File: src/rtl/serdes_link_pkg.sv
// Shared types and constants for the LVDS link trainer.
// Holds the trainer state encoding, the default training word and the
// serd_cmd tristate encodings used by serdes_link_trainer and serdes_lane_align.
package serdes_link_pkg;

    // Trainer sequencing states.
    typedef enum logic [2:0] {
        IDLE,
        ENABLE,
        CHECK,
        SLIP,
        WAIT,
        LOCKED,
        ERROR
    } trainer_state_t;

    // 8'h1E has eight distinct rotations, so each bitslip position is unambiguous.
    localparam logic [7:0] TRAIN_PATTERN_DEFAULT = 8'h1E;

    // serd_cmd encodings, one bit per tx port; 1 = tristated.
    localparam logic [1:0] SERD_TRISTATE = 2'b11;
    localparam logic [1:0] SERD_DRIVE    = 2'b00;

endpackage

File: src/rtl/serdes_lane_align.sv
// Per-lane alignment tracker for the LVDS link trainer.
// Counts consecutive training-word matches while the trainer is checking,
// flags the lane for a bitslip on a mismatch and counts the slips issued.
// Once a lane has LOCK_COUNT consecutive matches it is aligned and frozen.
module serdes_lane_align
    import serdes_link_pkg::*;
#(
    parameter int                LANE_W        = 8,
    parameter logic [LANE_W-1:0] TRAIN_PATTERN = LANE_W'(TRAIN_PATTERN_DEFAULT),
    parameter int                LOCK_COUNT    = 16
) (
    input  logic              clk,
    input  logic              reset,
    input  logic              clear,
    input  logic              check_en,
    input  logic              slip_en,
    input  logic [LANE_W-1:0] rx_word,
    output logic              bitslip,
    output logic              pending,
    output logic              aligned,
    output logic              slip_exhaust
);

    localparam int MATCH_W = $clog2(LOCK_COUNT + 1);
    localparam int SLIP_W  = $clog2(LANE_W + 1);

    logic [MATCH_W-1:0] match_cnt;
    logic [SLIP_W-1:0]  slip_cnt;
    logic               word_ok;

    assign word_ok = (rx_word == TRAIN_PATTERN);

    // Slip pulse only for a lane that is waiting for one, and only in SLIP.
    assign bitslip = slip_en && pending;

    // This slip will be the LANE_W-th: every rotation has been tried.
    assign slip_exhaust = pending && (slip_cnt == SLIP_W'(LANE_W - 1));

    // Match/slip bookkeeping for one lane.
    // NOTE: state registers use non-blocking assignments so every flop samples
    // the pre-edge values, independent of statement order.
    always_ff @(posedge clk or posedge reset) begin
        if (reset) begin
            match_cnt <= '0;
            slip_cnt  <= '0;
            pending   <= 1'b0;
            aligned   <= 1'b0;
        end else if (clear) begin
            match_cnt <= '0;
            slip_cnt  <= '0;
            pending   <= 1'b0;
            aligned   <= 1'b0;
        end else if (check_en && !aligned && !pending) begin
            // Aligned lanes stop evaluating, so match_cnt saturates at LOCK_COUNT.
            if (word_ok) begin
                match_cnt <= match_cnt + 1'b1;
                if (match_cnt == MATCH_W'(LOCK_COUNT - 1)) begin
                    aligned <= 1'b1;
                end
            end else begin
                match_cnt <= '0;
                pending   <= 1'b1;
            end
        end else if (slip_en && pending) begin
            slip_cnt <= slip_cnt + 1'b1;
            pending  <= 1'b0;
        end
    end

endmodule

File: src/rtl/serdes_link_trainer.sv
// LVDS link bring-up sequencer for the 5-lane serdes pair.
// Enables the tx drivers with the training pattern, waits for the link to
// settle, then bit-slips each rx lane until all lanes see the training word
// for LOCK_COUNT consecutive cycles, and finally reports link_up.
// Optional feature: define SERDES_AUTO_RETRAIN_EN to retry training
// automatically (up to MAX_RETRIES times, RETRY_DELAY cycles apart) after
// ERROR; without it ERROR is terminal until start or reset.
module serdes_link_trainer
    import serdes_link_pkg::*;
#(
    parameter int                NUM_LANES     = 5,
    parameter int                LANE_W        = 8,
    parameter logic [LANE_W-1:0] TRAIN_PATTERN = LANE_W'(TRAIN_PATTERN_DEFAULT),
    parameter int                SETTLE_CYCLES = 64,
    parameter int                SLIP_WAIT     = 4,
    parameter int                LOCK_COUNT    = 16,
    parameter int                RETRY_DELAY   = 256,
    parameter int                MAX_RETRIES   = 3
) (
    input  logic                        clk,
    input  logic                        reset,
    input  logic                        start,
    input  logic [NUM_LANES*LANE_W-1:0] rx_lane_data,
    output logic [1:0]                  serd_cmd,
    output logic                        tx_train_en,
    output logic [NUM_LANES-1:0]        bitslip,
    output logic [NUM_LANES-1:0]        lane_aligned,
    output logic                        link_up,
    output logic                        train_err,
    output logic                        busy
);

    // Wide enough for the longest wait (settle, slip or retry delay).
    localparam int TIMER_W = 16;

    trainer_state_t state, state_next;

    logic [TIMER_W-1:0]   timer;
    logic                 timer_clr;
    logic                 check_en;
    logic                 slip_en;
    logic                 retry_go;
    logic                 lane_clear;
    logic [NUM_LANES-1:0] lane_pending;
    logic [NUM_LANES-1:0] lane_exhaust;

    // Entering ENABLE, by start or by an automatic retry, wipes lane history.
    assign lane_clear = start || retry_go;

    // Every state change restarts the shared timer; start restarts ENABLE too.
    assign timer_clr = start || (state_next != state);

    // Per-lane trackers.
    for (genvar i = 0; i < NUM_LANES; i++) begin : g_lane
        serdes_lane_align #(
            .LANE_W        (LANE_W),
            .TRAIN_PATTERN (TRAIN_PATTERN),
            .LOCK_COUNT    (LOCK_COUNT)
        ) u_lane (
            .clk          (clk),
            .reset        (reset),
            .clear        (lane_clear),
            .check_en     (check_en),
            .slip_en      (slip_en),
            .rx_word      (rx_lane_data[i*LANE_W +: LANE_W]),
            .bitslip      (bitslip[i]),
            .pending      (lane_pending[i]),
            .aligned      (lane_aligned[i]),
            .slip_exhaust (lane_exhaust[i])
        );
    end

    // State register.
    always_ff @(posedge clk or posedge reset) begin
        if (reset) begin
            state <= IDLE;
        end else begin
            state <= state_next;
        end
    end

    // Shared settle/slip-wait/retry timer; saturates rather than wrapping.
    always_ff @(posedge clk or posedge reset) begin
        if (reset) begin
            timer <= '0;
        end else if (timer_clr) begin
            timer <= '0;
        end else if (timer != '1) begin
            timer <= timer + 1'b1;
        end
    end

`ifdef SERDES_AUTO_RETRAIN_EN
    localparam int RETRY_W = $clog2(MAX_RETRIES + 1);

    logic [RETRY_W-1:0] retry_cnt;
    logic               retry_due;

    assign retry_due = (retry_cnt < RETRY_W'(MAX_RETRIES)) &&
                       (timer == TIMER_W'(RETRY_DELAY - 1));

    // Counts automatic retries since the last start.
    always_ff @(posedge clk or posedge reset) begin
        if (reset) begin
            retry_cnt <= '0;
        end else if (start) begin
            retry_cnt <= '0;
        end else if (retry_go) begin
            retry_cnt <= retry_cnt + 1'b1;
        end
    end
`else
    logic        retry_due;
    logic [31:0] unused_retry_cfg;

    assign retry_due        = 1'b0;
    assign unused_retry_cfg = 32'(RETRY_DELAY) ^ 32'(MAX_RETRIES);
`endif

    // Next-state and output decode.
    // NOTE: every signal written here gets a default first, so no path through
    // the case statement can leave one unassigned and infer a latch.
    always_comb begin
        state_next  = state;
        serd_cmd    = SERD_DRIVE;
        tx_train_en = 1'b0;
        busy        = 1'b0;
        link_up     = 1'b0;
        train_err   = 1'b0;
        check_en    = 1'b0;
        slip_en     = 1'b0;
        retry_go    = 1'b0;

        case (state)
            IDLE: begin
                serd_cmd = SERD_TRISTATE;
            end
            ENABLE: begin
                tx_train_en = 1'b1;
                busy        = 1'b1;
                if (timer == TIMER_W'(SETTLE_CYCLES - 1)) begin
                    state_next = CHECK;
                end
            end
            CHECK: begin
                tx_train_en = 1'b1;
                busy        = 1'b1;
                check_en    = 1'b1;
                if (|lane_pending) begin
                    state_next = SLIP;
                end else if (&lane_aligned) begin
                    state_next = LOCKED;
                end
            end
            SLIP: begin
                tx_train_en = 1'b1;
                busy        = 1'b1;
                slip_en     = 1'b1;
                state_next  = (|lane_exhaust) ? ERROR : WAIT;
            end
            WAIT: begin
                tx_train_en = 1'b1;
                busy        = 1'b1;
                if (timer == TIMER_W'(SLIP_WAIT - 1)) begin
                    state_next = CHECK;
                end
            end
            LOCKED: begin
                // Payload is flowing now, so rx mismatches are deliberately ignored.
                link_up = 1'b1;
            end
            ERROR: begin
                serd_cmd  = SERD_TRISTATE;
                train_err = 1'b1;
                if (retry_due) begin
                    retry_go   = 1'b1;
                    state_next = ENABLE;
                end
            end
            default: begin
                state_next = IDLE;
            end
        endcase

        // start overrides everything: restart training from the top.
        if (start) begin
            state_next = ENABLE;
            retry_go   = 1'b0;
        end
    end

endmodule

File: config.mk
export PLATFORM = sky130hd
export DESIGN_NAME = serdes_link_trainer
export DESIGN_NICKNAME = d
export VERILOG_FILES = /design/src/rtl/serdes_link_pkg.sv /design/src/rtl/serdes_lane_align.sv /design/src/rtl/serdes_link_trainer.sv
export SDC_FILE = /design/constraint.sdc
export NUM_CORES = 1
export LEC_CHECK = 0
export ABC_AREA = 1
export CAP_MARGIN = 20
export CORE_MARGIN = 4
export CORE_UTILIZATION = 40
export CTS_BUF_LIST = sky130_fd_sc_hd__clkbuf_16
export DETAILED_ROUTE_END_ITERATION = 16
export PLACE_DENSITY_LB_ADDON = 0.25
export SYNTH_ARGS = -nofsm -noshare
export SYNTH_HDL_FRONTEND = slang
export SYNTH_SLANG_ARGS = --single-unit
File: constraint.sdc
create_clock -name clk -period 3.3 [get_ports clk]
set_input_delay 0.66 -clock clk [delete_from_list [all_inputs] [get_ports clk]]
set_output_delay 0.66 -clock clk [all_outputs]
set_load 0.1 [all_outputs]
* Word level (Yosys, flattened, before mapping)
Cells that the tools add are included.
** Cells by class
- Reduce and logical (&&, ||, !) cells :: 79
- Add/subtract/negate cells :: 11
- Multiplexer cells :: 85
- Equal/unequal tests :: 35
** Operator list (number)
- $mux W5 :: 15
- $mux W4 :: 15
- $mux W1 :: 45
- $reduce_bool A2 Y1 :: 21
- $eq A8 B5 Y1 const B :: 5
- $mux W16 :: 2
- $add A5 B1 Y5 const B :: 5
- $eq A5 B4 Y1 const B :: 5
- $add A4 B1 Y4 const B :: 5
- $eq A4 B3 Y1 const B :: 5
- $logic_and A1 B1 Y1 :: 20
- $reduce_and A2 Y1 :: 10
- $add A16 B1 Y16 const B :: 1
- $eq A16 B2 Y1 const B :: 1
- $eq A16 B6 Y1 const B :: 1
- $ne A16 B16 Y1 const B :: 1
- $mux W3 :: 5
- $ne A3 B3 Y1 const B :: 5
- $pmux W3 S5 :: 1
- $reduce_and A3 Y1 :: 5
- $reduce_bool A3 Y1 :: 5
- $logic_not A1 Y1 :: 10
- $ne A2 B2 Y1 const B :: 5
- $reduce_or A5 Y1 :: 2
- other kinds (11) :: 15
** Storage, ports and cells
- Output and inout port bits :: 16
- Bits of input ports :: 43
- Register bits :: 74

* Logic depth before layout (Yosys ltp)
- Depth in word-level cells :: 9
- Depth in mapped cells :: 13
- Depth with buffers taken out :: 12

* By module
A second synthesis with hierarchy kept.
** Second synthesis, totals
- Cell total of the unflattened synthesis :: 615
- Area, all modules :: 4410.5 um^2
** By module, submodules not included
- serdes_lane_align :: cells each 85, seq. area each 275.3 um^2, instances 5, area each 620.6 um^2
- serdes_link_trainer :: cells each 190, seq. area each 475.5 um^2, instances 1, area each 1307.5 um^2

* Least setup slack after synthesis
OpenSTA, ideal clock, no wires.
- Path kind :: reg-to-output
- From :: register state[1]
- To :: output serd_cmd[1]
- Stages on the path, launching flop included :: 8
- Path slack :: -1.119 ns
- Path buffers :: 1
- Data arrival time :: 3.759 ns
- Cells stage by stage :: dfrtp_1 > inv_2 > nor2_2 > inv_1 > nor2_1 > inv_1 > o21ai_0 > buf_4
** Between the ends
- Longest elaborated chain between the ends :: 3
- Elaborated cells between the ends (all ways) :: 4
** Ends and longest elaborated chain
- start: declaration :: RTL line serdes_link_trainer.sv:36 : trainer_state_t state, state_next;
- start signal: assignment :: RTL line serdes_link_trainer.sv:78 : state <= state_next;
- $eq A3 B3 Y1 or $logic_not A3 Y1 (tied branches) :: RTL line serdes_link_trainer.sv:134 : case (state)
- $reduce_or A2 Y1 (no source line) *
- $mux W2 * :: RTL line serdes_link_trainer.sv:134
- end: declaration :: RTL line serdes_link_trainer.sv:24 : output logic [1:0] serd_cmd,
Mark *: on every way between the ends. The rest lies on a longest branch, timed or not.

* Worst setup path in the final report
- From :: register state[2]
- To :: output bitslip[0]
** Between the ends
- Longest elaborated chain between the ends :: 3
** Ends and longest elaborated chain
- $eq A3 B2 Y1 :: RTL line serdes_link_trainer.sv:134
- $mux W1 :: RTL line serdes_link_trainer.sv:134
- $logic_and A1 B1 Y1 :: RTL line serdes_lane_align.sv:34 : assign bitslip = slip_en && pending;
- end: declaration :: RTL line serdes_link_trainer.sv:26 : output logic [NUM_LANES-1:0] bitslip,
Every way passes these cells.

==> results.rst <==
.. list-table::
   :header-rows: 1

   * - Metric
     - Value
   * - Average cell area after synthesis
     - 8.19 sq um
   * - Num rows
     - 37
   * - Area growth from synthesis to layout
     - 24.0%
   * - Portion of the post-synthesis area used by sequential elements
     - 43.6%
   * - Detailed-route vias per instance
     - 5.07
   * - Area of the mapped netlist
     - 0.00424 sq mm
   * - Clock Power Share
     - 51.8%
   * - Cell-internal power
     - 0.00170 W
   * - Total wire length after detailed routing
     - 9.32 mm
   * - Simple-Gate Fraction of Synth Area
     - 27.6%
   * - Most frequent cell after synthesis
     - dfrtp_1
   * - Critical-path top delay cell
     - dfrtp_1
   * - Main combinational cell family by area after synthesis
     - simple AND/OR/NAND/NOR gates
   * - Die width
     - 111 um
   * - Area inside the core boundary
     - 0.0103 sq mm
   * - Xor/xnor cell area share of the yosys netlist
     - 3.10%
   * - Worst skew pair latency
     - 330 ps
   * - Top FF cell, synth
     - dfrtp_1
   * - Synthesized-area fraction occupied by ao, oa, aoi and oai cells
     - 11.3%
   * - Leakage power figure
     - 2.44 nW
   * - Area of the die
     - 0.0123 sq mm
   * - Critical Path Source Type
     - flop
   * - Global-route usage over all layers
     - 15.9%
   * - Count of warnings emitted by yosys
     - 0
   * - Setup skew after layout
     - 8.83 ps
   * - Portion of synthesized cell area occupied by the leading cell type
     - 43.6%
   * - Slew Limit Fails
     - 0
   * - Final cell count without fillers
     - 713
   * - GRT Residual Overflow
     - 0
   * - Multiplexer share of the synthesized area
     - 0%
   * - CTS root buf
     - clkbuf_16
   * - Async set-or-reset flop fraction in the synthesized netlist
     - 100%
   * - Unrepaired setup endpoints after global routing
     - false
   * - Relative slew slack
     - 54.5%
   * - Post-Syn Nets
     - 577
   * - Post-synthesis adder-cell area fraction
     - 4.72%
   * - Global-route wire length before repair
     - 16.5 mm
   * - Initial cell density of the core
     - 41.1%
   * - Synth cell count leaders
     - dfrtp_1, inv_1, nand2_1
   * - Most used cell, CP
     - buf_4
   * - Number of diodes
     - 0
   * - Residual DRC
     - 0
   * - Peak ir drop on the vdd network
     - 0.184 mV
   * - Combinational share of power
     - 5.5%
   * - Setup TNS
     - 0 ps
   * - Vias in the first global route
     - 3656
   * - Proportion of total power due to net switching
     - 20.4%
   * - Maximum frequency from static timing analysis
     - 398 MHz
   * - Max capacitance violation total
     - 0
   * - Layout fillers
     - 968
   * - Number of instances resized during post-cts repair
     - 0
   * - Synthesized instance count
     - 518
   * - Register clock-pin slew on the reported worst setup and hold paths
     - 60 ps
   * - Via count
     - 3618
   * - Post-route setup slack
     - 787 ps
   * - DRC marker count from the first detailed-route iteration
     - 174
   * - Worst EP arrival
     - 1850 ps
   * - Post-Layout Inst Area
     - 0.00526 sq mm
   * - Largest area contributor in the netlist
     - dfrtp_1
   * - Cells after DPL
     - 698
   * - Antenna violations before repair
     - 0
   * - Cell-by-cell trace of the critical path
     - inv_2 -> nand3_1 -> buf_4 -> nor2_1 -> buf_4
   * - Placed cell areas
     - 0.00493 sq mm
   * - Largest net degree at the start of global routing
     - 75
   * - DR pass1 iterations
     - 5
   * - Maximum root-to-sink buffer count
     - 2
   * - Crit path kind
     - reg2out
   * - Kind of capture point of the worst setup path
     - output port
   * - DRT antenna net count
     - 0
   * - Sinks on the clock net
     - 74
   * - Deepest level of the CTS H-tree
     - 3
   * - Synthesized flop and latch total
     - 74
   * - Slew at the pin closest to its max-slew limit
     - 676 ps
   * - I/O pins
     - 59
   * - Run status
     - finished clean
   * - Distinct cells, synth
     - 40
   * - Share of cells above drive strength 1
     - 12.5%
   * - Worst Path Required
     - 2640 ps
   * - Crit-path max FO
     - 16
   * - Half-perimeter wire length of the detailed placement result
     - 6.77 mm
   * - CTS Buf Count
     - 9
   * - Final-report hold violation count
     - 0
   * - Routed len/inst
     - 13.1 um
   * - Quantity of I/O buffers inserted on ports
     - 58
   * - Max stage delay on crit path
     - 440 ps
   * - Smallest hold slack
     - 526 ps
   * - Slack of the worst reg-to-reg path
     - 1110 ps
   * - Biggest area contributors in the synthesized netlist
     - dfrtp_1, inv_1, nand2_1
   * - Pre-CTS setup slack
     - 907 ps
   * - Portion of the clock cycle consumed by the worst path in the final layout
     - 76.2%
   * - Pwr per Cell Area
     - 407 mW/mm^2
   * - Final weighted congestion in routability-driven placement
     - 0.852
   * - Worst hold path class
     - reg2reg
   * - Setup-failing EPs final
     - 0
   * - Sequential share of power
     - 42.7%
   * - CTS tree
     - done
   * - Number of post-CTS setup repair buffers
     - 0
   * - Post-route minimum period
     - 2510 ps
   * - P_sw
     - 0.000437 W
   * - Die height
     - 111 um
   * - Count of flip-flops with a built-in enable after synthesis
     - 0
   * - Number of buffers inserted for hold repair after clock tree synthesis
     - 0
   * - Net count of the finished layout
     - 632
[layer usage]
metal  global-route usage [%]  wire length [um]
met1                     20.1              4350
met2                     27.1              4520
met4                     4.35                93
met3                     3.82               354
met5                        0                 0
[through the flow]
step	total power, W	util [%]
6_report	0.00214	51.0
5_1_grt	0.00222	51.0
4_1_cts	0.00217	51.0
3_5_place_dp	0.00105	47.8
3_3_place_gp	0.00105	47.8
2_1_floorplan	0.000983	-
[flip-flops by register name, indices dropped and copies added, names as in the netlist]
signal,flops
g_lane.u_lane.match_cnt,25
g_lane.u_lane.aligned,5
g_lane.u_lane.slip_cnt,20
timer,16
g_lane.u_lane.pending,5
state,3
[worst paths after layout]
path | depth (start not counted) | startpoint | to
min reg2reg | 1 | g_lane[1].u_lane.match_cnt[0]$_DFFE_PP0P_ | g_lane[1].u_lane.match_cnt[0]$_DFFE_PP0P_
max reg2reg | 8 | timer[0]$_DFFE_PP0P_ | timer[11]$_DFFE_PP0P_
max in group asynchronous | 3 | reset | g_lane[1].u_lane.slip_cnt[2]$_DFFE_PP0P_
max | 5 | state[2]$_DFF_PP0_ | bitslip[0]
min | 1 | g_lane[1].u_lane.match_cnt[0]$_DFFE_PP0P_ | g_lane[1].u_lane.match_cnt[0]$_DFFE_PP0P_
min in group asynchronous | 3 | reset | g_lane[1].u_lane.match_cnt[2]$_DFFE_PP0P_
[cell type report]
class | count | area (sq um) | share of cell area, %
Multi-Input combinational cell | 351 | 1990 | 37.9
Sequential cell | 74 | 1850 | 35.2
Timing Repair Buffer | 65 | 643 | 12.2
Clock buffer | 9 | 225 | 4.28
Inverter | 72 | 273 | 5.18
Tap cell | 136 | 170 | 3.23
Clock inverter | 6 | 108 | 2.04
[critical path, delay by kind of cell (launching register included)]
kind	cells	cell delay, ps
simple gates	2	360
buf+inv	3	720
flops	1	440
[layout by cell type, fill, tap and decap left out, types with 5 or more instances in the layout]
| master | count |
|---|---|
| dfrtp_1 | 74 |
| inv_1 | 68 |
| nand2_1 | 67 |
| nor2_1 | 55 |
| nand3_1 | 50 |
| clkdlybuf4s50_1 | 42 |
| o21ai_0 | 35 |
| nand4_1 | 19 |
| buf_4 | 19 |
| a21oi_1 | 17 |
| ha_1 | 16 |
| nor2_2 | 11 |
| o22ai_1 | 11 |
| nor3_1 | 9 |
| xor2_1 | 9 |
| clkbuf_16 | 9 |
| xnor2_1 | 6 |
| nor4_1 | 5 |
| o31ai_1 | 5 |
[cells by family (layout without fill, tap and decap cells)]
group,Yosys count,after routing
simple gates,238,238
flops,74,74
xor+xnor,15,15
compound gates,82,82
buf+inv,93,152
fa+ha+maj,16,16
[power by group through the flow]
stage / Combinational (W) / Clock (W) / Sequential (W)
2_1_floorplan: 0.0000526 / 0 / 0.000930
3_3_place_gp: 0.000117 / 0 / 0.000930
3_5_place_dp: 0.000120 / 0 / 0.000931
4_1_cts: 0.000120 / 0.00113 / 0.000914
5_1_grt: 0.000132 / 0.00118 / 0.000914
6_report: 0.000118 / 0.00111 / 0.000914
No activity file was read; power rests on OpenSTA's default activity.
